## src/rtl/add_pkg.sv

```systemverilog
// Shared constants, stage-register record and carry helper for the 64-bit pipelined adder.
package add_pkg;

    localparam int unsigned SLICE_W = 16;
    localparam int unsigned NSLICE  = 4;
    localparam int unsigned DATA_W  = 64;

    // One pipeline stage: operands still to be added, sum slices already done, slice carry-out
    typedef struct packed {
        logic              valid;
        logic [DATA_W-1:0] a;
        logic [DATA_W-1:0] b;
        logic [DATA_W-1:0] s;
        logic              c;
    } stage_t;

    function automatic logic slice_carry(input logic g, input logic p, input logic c);
        return g | (p & c);
    endfunction

endpackage

```

## src/rtl/pipe_add64_if.sv

```systemverilog
// Operand/result handshake bundle for pipe_add64.
interface pipe_add64_if;
    import add_pkg::*;

    logic              in_valid;
    logic              in_ready;
    logic [DATA_W-1:0] a;
    logic [DATA_W-1:0] b;
    logic              cin;
    logic              out_valid;
    logic              out_ready;
    logic [DATA_W-1:0] sum;
    logic              cout;

    modport master (
        output in_valid, a, b, cin, out_ready,
        input  in_ready, out_valid, sum, cout
    );

    modport slave (
        input  in_valid, a, b, cin, out_ready,
        output in_ready, out_valid, sum, cout
    );

endinterface

```

## src/rtl/CLA_16bits.sv

```systemverilog
// 16-bit carry-lookahead slice: four 4-bit groups with lookahead between groups.
module CLA_16bits (
    input  logic [15:0] A,
    input  logic [15:0] B,
    input  logic        Cin,
    output logic [15:0] R,
    output logic        P,
    output logic        G
);

    logic [15:0] bg;
    logic [15:0] bp;
    logic [3:0]  gg;
    logic [3:0]  gp;
    logic [3:0]  gc;

    assign bg = A & B;
    assign bp = A ^ B;

    // group generate/propagate
    always_comb begin
        gg = '0;
        gp = '0;
        for (int i = 0; i < 4; i++) begin
            gp[i] = &bp[4*i +: 4];
            gg[i] = bg[4*i+3]
                  | (bp[4*i+3] & bg[4*i+2])
                  | (bp[4*i+3] & bp[4*i+2] & bg[4*i+1])
                  | ((&bp[4*i+1 +: 3]) & bg[4*i]);
        end
    end

    assign gc[0] = Cin;
    assign gc[1] = gg[0] | (gp[0] & Cin);
    assign gc[2] = gg[1] | (gp[1] & gg[0]) | (gp[1] & gp[0] & Cin);
    assign gc[3] = gg[2] | (gp[2] & gg[1]) | (gp[2] & gp[1] & gg[0])
                 | (gp[2] & gp[1] & gp[0] & Cin);

    assign P = &gp;
    assign G = gg[3] | (gp[3] & gg[2]) | (gp[3] & gp[2] & gg[1])
             | (gp[3] & gp[2] & gp[1] & gg[0]);

    // short ripple inside each group, seeded by the lookahead carry
    always_comb begin
        logic [15:0] c;
        c = '0;
        for (int i = 0; i < 16; i++) begin
            if ((i % 4) == 0) begin
                c[i] = gc[i/4];
            end else begin
                c[i] = bg[i-1] | (bp[i-1] & c[i-1]);
            end
        end
        R = bp ^ c;
    end

endmodule

```

## src/rtl/pipe_add64.sv

```systemverilog
// 64-bit adder pipelined as four 16-bit CLA slices with registered inter-slice carries and a global stall.
module pipe_add64
    import add_pkg::*;
#(
    parameter int unsigned SLICE_W = add_pkg::SLICE_W,
    parameter int unsigned NSLICE  = add_pkg::NSLICE
) (
    input  logic         clk,
    input  logic         rst,
    pipe_add64_if.slave  bus
);

    if (SLICE_W != 16 || SLICE_W * NSLICE != DATA_W) begin : g_bad_cfg
        $error("pipe_add64 supports only SLICE_W=16, NSLICE=4");
    end

    stage_t             st  [NSLICE];
    stage_t             nxt [NSLICE];
    logic [SLICE_W-1:0] op_a [NSLICE];
    logic [SLICE_W-1:0] op_b [NSLICE];
    logic [SLICE_W-1:0] r    [NSLICE];
    logic [NSLICE-1:0]  c_in;
    logic [NSLICE-1:0]  p;
    logic [NSLICE-1:0]  g;
    logic               stall;

    assign stall        = st[NSLICE-1].valid && !bus.out_ready;
    assign bus.in_ready = !stall;

    // slice k reads from stage k-1; only slice 0 sees the external operands and cin
    for (genvar k = 0; k < NSLICE; k++) begin : g_slice
        if (k == 0) begin : g_head
            assign op_a[k] = bus.a[k*SLICE_W +: SLICE_W];
            assign op_b[k] = bus.b[k*SLICE_W +: SLICE_W];
            assign c_in[k] = bus.cin;
        end else begin : g_tail
            assign op_a[k] = st[k-1].a[k*SLICE_W +: SLICE_W];
            assign op_b[k] = st[k-1].b[k*SLICE_W +: SLICE_W];
            assign c_in[k] = st[k-1].c;
        end

        CLA_16bits u_cla (
            .A   (op_a[k]),
            .B   (op_b[k]),
            .Cin (c_in[k]),
            .R   (r[k]),
            .P   (p[k]),
            .G   (g[k])
        );
    end

    // next contents of every stage; bubbles move along like real entries
    always_comb begin
        nxt[0]                = '0;
        nxt[0].valid          = bus.in_valid;
        nxt[0].a              = bus.a;
        nxt[0].b              = bus.b;
        nxt[0].s[SLICE_W-1:0] = r[0];
        nxt[0].c              = slice_carry(g[0], p[0], c_in[0]);
        for (int unsigned k = 1; k < NSLICE; k++) begin
            nxt[k]                         = st[k-1];
            nxt[k].s[k*SLICE_W +: SLICE_W] = r[k];
            nxt[k].c                       = slice_carry(g[k], p[k], c_in[k]);
        end
    end

    always_ff @(posedge clk) begin
        if (rst) begin
            for (int unsigned k = 0; k < NSLICE; k++) begin
                st[k] <= '0;
            end
        end else if (!stall) begin
            for (int unsigned k = 0; k < NSLICE; k++) begin
                st[k] <= nxt[k];
            end
        end
    end

    assign bus.out_valid = st[NSLICE-1].valid;
    assign bus.sum       = st[NSLICE-1].s;
    assign bus.cout      = st[NSLICE-1].c;

endmodule

```

## src/flat_wrapper.sv

```systemverilog
// flat-port wrapper written by rule: the top's interface ports become plain ports
module pipe_add64_flat import add_pkg::*;
#(
    parameter int unsigned SLICE_W = add_pkg::SLICE_W,
    parameter int unsigned NSLICE  = add_pkg::NSLICE
)
  (clk, rst, bus_in_valid, bus_a, bus_b, bus_cin, bus_out_ready, bus_in_ready, bus_out_valid, bus_sum, bus_cout);
  pipe_add64_if bus_i ();
  input  logic clk;
  input  logic rst;
  input wire logic [$bits(bus_i.in_valid)-1:0] bus_in_valid;
  input wire logic [$bits(bus_i.a)-1:0] bus_a;
  input wire logic [$bits(bus_i.b)-1:0] bus_b;
  input wire logic [$bits(bus_i.cin)-1:0] bus_cin;
  input wire logic [$bits(bus_i.out_ready)-1:0] bus_out_ready;
  output wire logic [$bits(bus_i.in_ready)-1:0] bus_in_ready;
  output wire logic [$bits(bus_i.out_valid)-1:0] bus_out_valid;
  output wire logic [$bits(bus_i.sum)-1:0] bus_sum;
  output wire logic [$bits(bus_i.cout)-1:0] bus_cout;
  assign bus_i.in_valid = bus_in_valid;
  assign bus_i.a = bus_a;
  assign bus_i.b = bus_b;
  assign bus_i.cin = bus_cin;
  assign bus_i.out_ready = bus_out_ready;
  assign bus_in_ready = bus_i.in_ready;
  assign bus_out_valid = bus_i.out_valid;
  assign bus_sum = bus_i.sum;
  assign bus_cout = bus_i.cout;
  pipe_add64 #(.SLICE_W(SLICE_W), .NSLICE(NSLICE)) u_core (.clk(clk), .rst(rst), .bus(bus_i));
endmodule
```

## config.mk

```make
export PLATFORM = sky130hd
export DESIGN_NAME = pipe_add64_flat
export DESIGN_NICKNAME = d
export VERILOG_FILES = /design/src/rtl/add_pkg.sv /design/src/rtl/pipe_add64_if.sv /design/src/rtl/CLA_16bits.sv /design/src/rtl/pipe_add64.sv /design/src/flat_wrapper.sv
export SDC_FILE = /design/constraint.sdc
export NUM_CORES = 1
export LEC_CHECK = 0
export ABC_AREA = 1
export BUFFER_PORTS_ARGS = -buffer_cell sky130_fd_sc_hd__buf_2
export CAP_MARGIN = 10
export CORE_MARGIN = 3
export CORE_UTILIZATION = 30
export CTS_CLUSTER_SIZE = 12
export DETAILED_ROUTE_END_ITERATION = 8
export PLACE_DENSITY = 0.49
export SYNTH_ARGS = -nofsm -noshare
export SYNTH_HDL_FRONTEND = slang
export SYNTH_SLANG_ARGS = --single-unit
```

## constraint.sdc

```tcl
create_clock -name clk -period 15.4 [get_ports clk]
set_input_delay 1.54 -clock clk [delete_from_list [all_inputs] [get_ports clk]]
set_output_delay 1.54 -clock clk [all_outputs]
set_load 0.005 [all_outputs]
```

# == Word-level counts from Yosys, hierarchy flattened ==
# Memory sizes are Yosys's and may differ from the RTL's.
# Cells that the tools add are included.
# op_classes
n_mux,9
bitwise,324
reduce_logical,39
# ops
operator,count
two-way mux 194 bit,4
AND 1 bit,172
bitwise OR 1 bit,140
XOR 16 bit,8
AND 16 bit,4
AND reduction 16 bit,4
AND reduction 4 bit,16
AND reduction 3 bit,16
two-way mux 1 bit,5
zero test 1 bit,2
logical AND 1 bit,1
# totals
reg_bits,0
ramBits,776
input_bits,133
output_inout_bits,67
wordCells,373
mem_count,1
# mem_list
name,words,width,rd,rd_clocked_by_memory_dff,wr,line_no,source
u_core.st,4,194,4,0,4,pipe_add64.sv:17,stage_t st [NSLICE];

# == Longest topological paths before layout ==
# An unclocked memory read counts as a cell.
# logic_depth
depth_word,18
ltp_mapped,14
depth_no_buf,14

# == By module ==
# Synthesis repeated with hierarchy kept, for this count alone.
# unflattened
cells_unflattened,1514
area_unflattened_um2,16911.2
# by_module_without_submodules
module,n_inst,cells_each,area_each_um2,seq_area_each_um2
pipe_add64,1,1124,13837.0,10810.4
CLA_16bits (u_core.g_slice[1].u_cla ...),2,96,763.2,0.0
CLA_16bits (u_core.g_slice[0].u_cla),1,103,787.0,0.0
CLA_16bits (u_core.g_slice[3].u_cla),1,95,760.7,0.0

# == Least setup slack after synthesis ==
# OpenSTA, ideal clock, no wires.
# synth_timing
path_kind,input port to flip-flop
from,in bus_out_ready
to,mem u_core.st[0][0] (netlist bit) (enable)
arrival_ps,9609
required_ps,11853
slack_ps,2243
stages,2
cell_sequence,inv_1 nand3_1
# synth_lines
item,line_no,source
start: declaration,flat_wrapper.sv:15,input wire logic [$bits(bus_i.out_ready)-1:0] bus_out_ready;
end: declaration,pipe_add64.sv:17,

==> impl_metrics.yaml <==
synth:
  yosysWarnings: 0
  synthesis.nets: 1696
  synth_seq_cells: 360
  seq_area_frac_synth_pct: 65.1
  avgSynthCellArea_um2: 11.4
  synth_cells: 1451
  ys_types: 22
  syn_area_mm2: 0.0166
setup_path:
  worstSetupPathType: "in -> reg"
  slowest_stage: "buf_4"
  cp-endpoint: "u_core.st[0][179]$_SDFFCE_PN0P_"
  worst_ep_arrival_time_ns: 4.10
  cpMostUsedCell: "buf_4"
  cp.buffers_inverters: 4
  worstRegToRegCells: 14
  crit_start: "rst"
  cpLargestDelayFamily: "buffers and inverters"
  critPathLaunchType: "primary input"
  timing.rr.end: "u_core.st[1][32]$_SDFFCE_PN0P_"
  r2r-start: "u_core.st[0][147]$_SDFFCE_PN0P_"
  worstSetupEndpointType: "register"
  critPathMaxFanout: 75
  cp.required_ns: 15.57
  r2r_slack_ns: 12.07
  crit_cells: 5
  max_stage_delay_ns: 0.88
  crit_chain: "buf_2 > inv_1 > nand3_4 > buf_4 > buf_4"
power_and_ir_drop:
  finalPower_mw: 2.37
  ir_worst_vdd_v: 0.0000744
  leakage_nw: 9.22
  power_density_mw_per_mm2: 120
timing:
  maxSlewViolCount: 0
  holdWs_ns: 0.539
  clock_skew_ns: 0.0133
  tightest_slew_ns: 1.01
  max-slew-margin-rel_pct: 32.4
  setup_violations: 0
  min_period_ns: 3.93
  rsz0062_at_grt: "false"
  max_freq_ghz: 0.255
  hold_viol: 0
  post-route-period-util_pct: 25.5
  tns_ns: 0
die:
  core_mm2: 0.0542
  io-pin-count: 200
  row_count: 85
  die_h_um: 241
  die_area_mm2: 0.0582
  start_util_pct: 30.6
  die_w_um: 241
clock_tree:
  clk_latency_ns: 0.55
  htree_levels: 2
  cts_setup_buffers: 0
  cts_sinks: 360
  cts_buffers: 43
  cts_tree: "done"
  hold_buffers: 0
  clk_pin_slew_ns: 0.06
  ctsRootBufferMaster: "clkbuf_16"
  cts_resized: 0
  clockBufferDepth: 3
routing:
  drt_pass1_iterations: 6
  drtIter0Drc: 489
  totalWireLength_um: 29700
  vias: 9492
  viasPerCell: 3.97
  drc: 0
  avgRoutedWirePerCell_um: 12.4
  drtAntennaViolNets: 0
global_route:
  grt_pass1_vias: 9693
  grt_pass1_wl_um: 48100
  grt_use_total_pct: 10.3
  grt_max_degree: 169
  overflow: 0
  antenna_found_initial: 2
finish:
  final_cell_mix: "inv_1, nor2_1, edfxtp_1"
  fillers: 5446
  final_common_cell: "inv_1"
  top_register: "u_core.st"
  largest_reg_flops: 360
  reg_top3: "u_core.st x360"
  area.growth.synth_to_final_pct: 18.7
  nets: 1907
  drive_gt1_share_pct: 17.3
placed_design:
  dp_hpwl_um: 19600
  gp_congestion: 0.764
  port_buffers: 199
flow_run:
  cap_viol_max_count: 0
min_path:
  min_path_type: "reg -> reg"
  hold_path_depth: 2
status:
  status: "finished, final reports clean"
==> power breakdown <==
| group | total, mW | internal, mW | switching, mW |
|---|---|---|---|
| combinational | 0.174 | 0.0714 | 0.103 |
| clock | 1.01 | 0.618 | 0.395 |
| sequential | 1.18 | 1.15 | 0.0246 |
| total | 2.37 | 1.84 | 0.523 |
==> synthesized netlist by cell type <==
| master | n | area share (%) |
|---|---|---|
| a21oi_1 | 12 | 0.36 |
| a21oi_2 | 4 | 0.21 |
| and2_1 | 1 | 0.038 |
| buf_2 | 16 | 0.48 |
| buf_4 | 23 | 1.0 |
| edfxtp_1 | 360 | 65 |
| fa_1 | 48 | 5.8 |
| ha_1 | 64 | 4.8 |
| inv_1 | 403 | 9.1 |
| nand2_1 | 66 | 1.5 |
| nand2_2 | 15 | 0.57 |
| nand2_4 | 1 | 0.068 |
| nand3_1 | 25 | 0.75 |
| nand4_1 | 2 | 0.075 |
| nor2_1 | 385 | 8.7 |
| nor2_2 | 2 | 0.075 |
| nor3_1 | 3 | 0.090 |
| nor3b_1 | 1 | 0.045 |
| nor3b_2 | 3 | 0.23 |
| o21bai_1 | 1 | 0.045 |
| xnor2_1 | 8 | 0.42 |
| xor2_1 | 8 | 0.42 |
==> metal layers <==
| metal | up-vias | wire length (µm) | global-route usage, % |
|---|---|---|---|
| li1 | 4865 | - | - |
| met2 | 133 | 14800 | 17.7 |
| met1 | 4441 | 12900 | 12.8 |
| met3 | 53 | 1250 | 2.40 |
| met4 | 0 | 665 | 3.69 |
| met5 | - | 0 | 0 |
==> worst min-delay path: cells and delay by family, from the launching register on <==
| kind | cells | cell delay, ns |
|---|---|---|
| buffers and inverters | 1 | 0.04 |
| flip-flops | 1 | 0.32 |
| AND/OR/NAND/NOR | 1 | 0.08 |
==> worst min-delay path by stage <==
stage / slack [ns] / from / endpoint
floorplan: 0.52 / u_core.st[0][100]$_SDFFCE_PN0P_ / u_core.st[1][100]$_SDFFCE_PN0P_
global placement: 0.52 / u_core.st[2][5]$_SDFFCE_PN0P_ / u_core.st[3][5]$_SDFFCE_PN0P_
detailed placement: 0.53 / u_core.st[2][35]$_SDFFCE_PN0P_ / u_core.st[3][35]$_SDFFCE_PN0P_
CTS: 0.54 / u_core.st[0][105]$_SDFFCE_PN0P_ / u_core.st[1][105]$_SDFFCE_PN0P_
global route: 0.56 / u_core.st[1][127]$_SDFFCE_PN0P_ / u_core.st[2][127]$_SDFFCE_PN0P_
finish: 0.54 / u_core.st[0][163]$_SDFFCE_PN0P_ / u_core.st[1][163]$_SDFFCE_PN0P_
==> area by class of cell <==
cell class / instances / area, µm² / area share [%]
Antenna cell: 1 / 2.50 / 0.0127
Inverter: 403 / 1510 / 7.68
Timing Repair Buffer: 205 / 1050 / 5.35
Clock inverter: 26 / 259 / 1.31
Multi-Input combinational cell: 649 / 4040 / 20.5
Sequential cell: 360 / 10800 / 54.9
Tap cell: 696 / 871 / 4.42
Clock buffer: 53 / 1160 / 5.87
==> metrics by stage <==
stage	std cells	instance area [µm²]	setup slack, ns	utilization, %
finish	2393	19700	11.47	36.3
global route	2393	19700	11.10	36.3
CTS	2392	19700	11.37	36.3
detailed placement	2313	18300	10.78	33.7
global placement	2313	18300	10.85	33.7
floorplan	1451	16600	2.24	-
==> cell families (layout without fill, tap and decap cells) <==
group / after synthesis / in the layout / share of synthesized area [%]
AOI/OAI and AO/OA: 17 / 17 / 0.618
xor gates and xnor gates: 16 / 16 / 0.844
adders and majority gates: 112 / 112 / 10.6
buffers and inverters: 442 / 687 / 10.6
DFF: 360 / 360 / 65.1
other: 0 / 1 / 0
and+or+nand+nor: 504 / 504 / 12.1
(Power assumes the default switching activity.)
